`src/rtl/mac_check.sv`:
```
// Receive-side MAC checker: recomputes the rotate/XOR MAC over a message
// arriving one N-bit chunk per handshake, then compares it with the MAC
// delivered alongside the message and reports match or mismatch.
module mac_check #(
  parameter int N          = 8,
  parameter int MAX_CHUNKS = 16,
  parameter int CNT_W      = $clog2(MAX_CHUNKS + 1)
) (
  input  logic             clk,
  input  logic             rst_n,
  input  logic [N-1:0]     key,
  input  logic [N-1:0]     data,
  input  logic             data_valid,
  input  logic             last,
  input  logic [N-1:0]     rx_mac,
  input  logic             mac_valid,
  output logic             ready,
  output logic             done,
  output logic             match,
  output logic             err,
  output logic [CNT_W-1:0] chunk_count,
  output logic             busy
);

  typedef enum logic [1:0] {
    S_IDLE     = 2'd0,
    S_ACCUM    = 2'd1,
    S_WAIT_MAC = 2'd2
  } state_e;

  localparam logic [CNT_W-1:0] MAX_CNT = CNT_W'(MAX_CHUNKS);

  state_e           state_q, state_d;
  logic [N-1:0]     acc_q, acc_d;
  logic [N-1:0]     key_q, key_d;
  logic [CNT_W-1:0] cnt_q, cnt_d;
  logic             done_q, done_d;
  logic             match_q, match_d;
  logic             err_q, err_d;

  logic             accept;
  logic [N-1:0]     acc_step;
  logic [CNT_W-1:0] cnt_step;

  // Accumulator and count values that an accepted chunk would produce; the
  // first chunk of a message uses the live key, later ones the latched key.
  always_comb begin
    accept = data_valid && ready;
    if (state_q == S_IDLE) begin
      acc_step = key ^ data;
      cnt_step = CNT_W'(1);
    end else begin
      acc_step = {acc_q[N-2:0], acc_q[N-1]} ^ (key_q ^ data);
      cnt_step = cnt_q + CNT_W'(1);
    end
  end

  // Next-state logic: chunk accumulation, MAC comparison and error pulses.
  always_comb begin
    // NOTE: every signal gets a default first so no path leaves it unassigned,
    // which would otherwise infer a latch.
    state_d = state_q;
    acc_d   = acc_q;
    key_d   = key_q;
    cnt_d   = cnt_q;
    match_d = match_q;
    done_d  = 1'b0;
    err_d   = 1'b0;

    unique case (state_q)
      S_IDLE, S_ACCUM: begin
        if (accept) begin
          acc_d = acc_step;
          cnt_d = cnt_step;
          if (state_q == S_IDLE) key_d = key;
          if (last) begin
            if (mac_valid) begin
              // Last chunk and MAC together: compare against the final value.
              match_d = (rx_mac == acc_step);
              done_d  = 1'b1;
              state_d = S_IDLE;
            end else begin
              state_d = S_WAIT_MAC;
            end
          end else if (cnt_step == MAX_CNT) begin
            // Message too long: abandon it without a comparison.
            err_d   = 1'b1;
            state_d = S_IDLE;
          end else begin
            state_d = S_ACCUM;
          end
        end
        // A MAC that does not arrive with the final chunk is a protocol error.
        if (mac_valid && !(accept && last)) err_d = 1'b1;
      end
      S_WAIT_MAC: begin
        if (mac_valid) begin
          match_d = (rx_mac == acc_q);
          done_d  = 1'b1;
          state_d = S_IDLE;
        end
      end
      default: state_d = S_IDLE;
    endcase
  end

  // State and result registers with asynchronous reset.
  always_ff @(posedge clk or negedge rst_n) begin
    if (!rst_n) begin
      state_q <= S_IDLE;
      acc_q   <= '0;
      key_q   <= '0;
      cnt_q   <= '0;
      done_q  <= 1'b0;
      match_q <= 1'b0;
      err_q   <= 1'b0;
    end else begin
      // NOTE: non-blocking assignments so every register samples pre-edge values.
      state_q <= state_d;
      acc_q   <= acc_d;
      key_q   <= key_d;
      cnt_q   <= cnt_d;
      done_q  <= done_d;
      match_q <= match_d;
      err_q   <= err_d;
    end
  end

  // Output mapping.
  always_comb begin
    ready       = (state_q != S_WAIT_MAC);
    busy        = (state_q != S_IDLE);
    done        = done_q;
    match       = match_q;
    err         = err_q;
    chunk_count = cnt_q;
  end

endmodule

```
`config.mk`:
```
export PLATFORM = sky130hd
export DESIGN_NAME = mac_check
export DESIGN_NICKNAME = d
export VERILOG_FILES = /design/src/rtl/mac_check.sv
export SDC_FILE = /design/constraint.sdc
export NUM_CORES = 1
export LEC_CHECK = 0
export BUFFER_PORTS_ARGS = -buffer_cell sky130_fd_sc_hd__buf_4
export CAP_MARGIN = 10
export CORE_MARGIN = 5
export CORE_UTILIZATION = 35
export CTS_CLUSTER_DIAMETER = 150
export CTS_CLUSTER_SIZE = 14
export DETAILED_ROUTE_END_ITERATION = 16
export GPL_ROUTABILITY_DRIVEN = 0
export REMOVE_ABC_BUFFERS = 1
export SLEW_MARGIN = 20
export SYNTH_ARGS = -nofsm -noshare
export SYNTH_HDL_FRONTEND = slang
export SYNTH_SLANG_ARGS = --single-unit
```
`constraint.sdc`:
```
create_clock -name clk -period 6.5 [get_ports clk]
set_input_delay 0 -clock clk [delete_from_list [all_inputs] [get_ports clk]]
set_output_delay 0 -clock clk [all_outputs]
set_load 0.05 [all_outputs]
```
==> out/results.ini <==
[routing]
first_pass_iters = 4
via_per_inst = 5.07
route.detailed.drc = 0
antenna_left = 0
drt_iter0_markers = 82
num_vias = 1567
route.detailed.wl_per_inst_um = 14.8
wl_um = 4560

[timing]
hold_viol_final = 0
period_share = 0.433
worst_clock_skew_ps = 2.70
rsz0062_at_grt = no
setup_viol = 0
maxSlewHeadroom = 0.383
max_freq_ghz = 0.355
timing.final.crit_period_ps = 2820
tns_ps = 0
tightest_slew_ps = 921
slew_violations = 0

[finish]
nets = 273
regArea_sq_um = 651
area_delta_synth_final_pct = 30.4
fill_cells = 493
drive_gt1_frac = 0.248
multiInputGateArea_sq_um = 1060
finalInstanceArea_sq_um = 2300
antenna_cells = 0

[worst_setup_path]
crit_arrival_ps = 3000
criticalPathCategory = reg2reg
start_kind = flip-flop
cp_slowest_cell = dfrtp_1
rr_worst_depth = 7
crit_path_end_kind = flip-flop
crit_path_max_fanout = 15
crit_chain = nor2_2 -> inv_2 -> mux2_2 -> a32oi_1 -> nor2_1 -> or4_4 -> o41ai_2
cp.required_ps = 6680
cp_num_buf_inv = 1
crit_family = simple AND/OR/NAND/NOR gates
critPathMaxStageDelay_ps = 580
crit_cells = 7
rrSetupSlack_ps = 3680

[min_path]
hold_path.class = in2reg
worstHoldPathCells = 4

[status]
status = finished clean

[flow_run]
max_cap_viol_count = 0

[die]
io_pins = 39
chipWidth_um = 81.0
start_util = 0.367
coreArea_sq_um = 4820
std_cell_rows = 25
fp.dieH_um = 81.0
dieArea_sq_um = 6570

[cts]
root_buffer = clkbuf_8
cts_buffer_depth = 2
cts_tree = done
numCtsBuffers = 3
cts_sinks = 26
clock_latency_ps = 280
htree_levels = 1
path_clk_slew_ps = 100

[global_routing]
grt_max_degree = 27
antenna_found_initial = 0
track_usage = 0.146
first_global_vias = 1501
grt_first_pass_wirelength_um = 7330
grt_overflow = 0

[synthesis]
ys_types = 44
synthArstFlopShare = 1.00
synthCells = 194
synth_area_sq_um = 1770
synth-seq-cells = 26
synth_ff_type = dfrtp_1
synth_area_leaders = dfrtp_1 37%, xnor2_1 6.4%, xor2_1 6.4%
synth_most_common_cell = dfrtp_1
yosysTopAreaCell = dfrtp_1
synth-seq-area-share = 0.368
synth_commonest_cells = 26 x dfrtp_1, 20 x nand2_1, 18 x o21ai_0
ys_warn_count = 0
yosysTopAreaCellShare = 0.368
synth_edf_count = 0
synth_area_per_cell_sq_um = 9.11

[pwr]
p_per_area_nw_per_um2 = 280
totalPowerFinal_uw = 646
p_leak_nw = 1.01
vdd_drop_max_mv = 0.112

[placement]
dp_hpwl_um = 3340
dpl_cell_area_sq_um = 2100
port_buffers = 38

==> timing repair <==
action                                  CTS  global route
endpoints found under the hold margin    37             0
endpoints found under the setup margin    0             0
hold buffers                             13             0
gates resized for setup                   0             0
buffers inserted                          0             0
==> final timing paths <==
kind,start,to
worst min register to register,match,match
min in group asynchronous,rst_n,chunk_count[2]
worst min-delay path,data_valid,state_q[0]
max in group asynchronous,rst_n,acc_q[2]
worst max-delay path,state_q[0],match
worst max register to register,state_q[0],match
==> cell families after synthesis <==
| group | share of synthesized area |
|---|---|
| and+or+nand+nor | 0.154 |
| AOI/OAI and AO/OA | 0.203 |
| xor gates and xnor gates | 0.129 |
| DFF | 0.368 |
| muxes | 0.106 |
| buffers and inverters | 0.0319 |
| adders and majority gates | 0.00708 |
==> registers in the layout (all words and copies together) (netlist names) <==
register and count:
acc_q 8, state_q 2, key_q 8, chunk_count 5, match 1, err 1
done 1
==> per-stage QoR <==
stage	hold slack, ps	instances	worst slack [ps]	utilization
finish	32.8	309	3680	0.478
global route	35.5	309	3500	0.478
CTS	26.3	309	3690	0.478
detailed placement	-64.7	292	3710	0.436
global placement	-67.2	292	3820	0.436
floorplan	-296	187	3970	-
==> layout make-up <==
cell class                 instances  area share
tap                               67      0.0364
inverter                           6     0.00978
clock inverter                     1      0.0130
sequential                        26       0.282
multi-input combinational        155       0.460
timing repair buffer              51       0.180
clock buffer                       3      0.0179
==> tightest hold or removal path: cells and delay by family <==
kind                   cells  cell delay [ps]
buffers and inverters      2              160
and+or+nand+nor            1               60
AOI/OAI and AO/OA          1               50
==> cell usage in the layout, fill, tap and decap left out, drive strengths merged, types with 2 or more instances in the layout <==
master and instances:
clkbuf 3, a211oi 2, o21ai 18, mux2i 6, nand2 20, a31oi 4, nor2b 7, buf 38
inv 6, dfrtp 26, nor2 11, a22o 3, mux2 11, a21oi 12, dlygate4sd3 13, xor2 13
nand2b 4, a21o 2, nor3 6, o22ai 3, xnor2 13, nand3 3
==> power by group <==
part | internal [mW] | switching (mW) | leakage [nW]
Clock | 0.0825 | 0.0559 | 0.0357
Sequential | 0.197 | 0.0432 | 0.321
Combinational | 0.121 | 0.146 | 0.653
==> metal layers <==
metal | GRT usage | wire [um] | share of wire | vias to the layer above
li1 | - | - | - | 786
met1 | 0.195 | 2190 | 0.48 | 745
met2 | 0.245 | 2180 | 0.48 | 31
met3 | 0.0166 | 146 | 0.032 | 5
met4 | 0.0507 | 53 | 0.012 | 0
met5 | 0 | 0 | 0 | -
(Power assumes the default switching activity.)
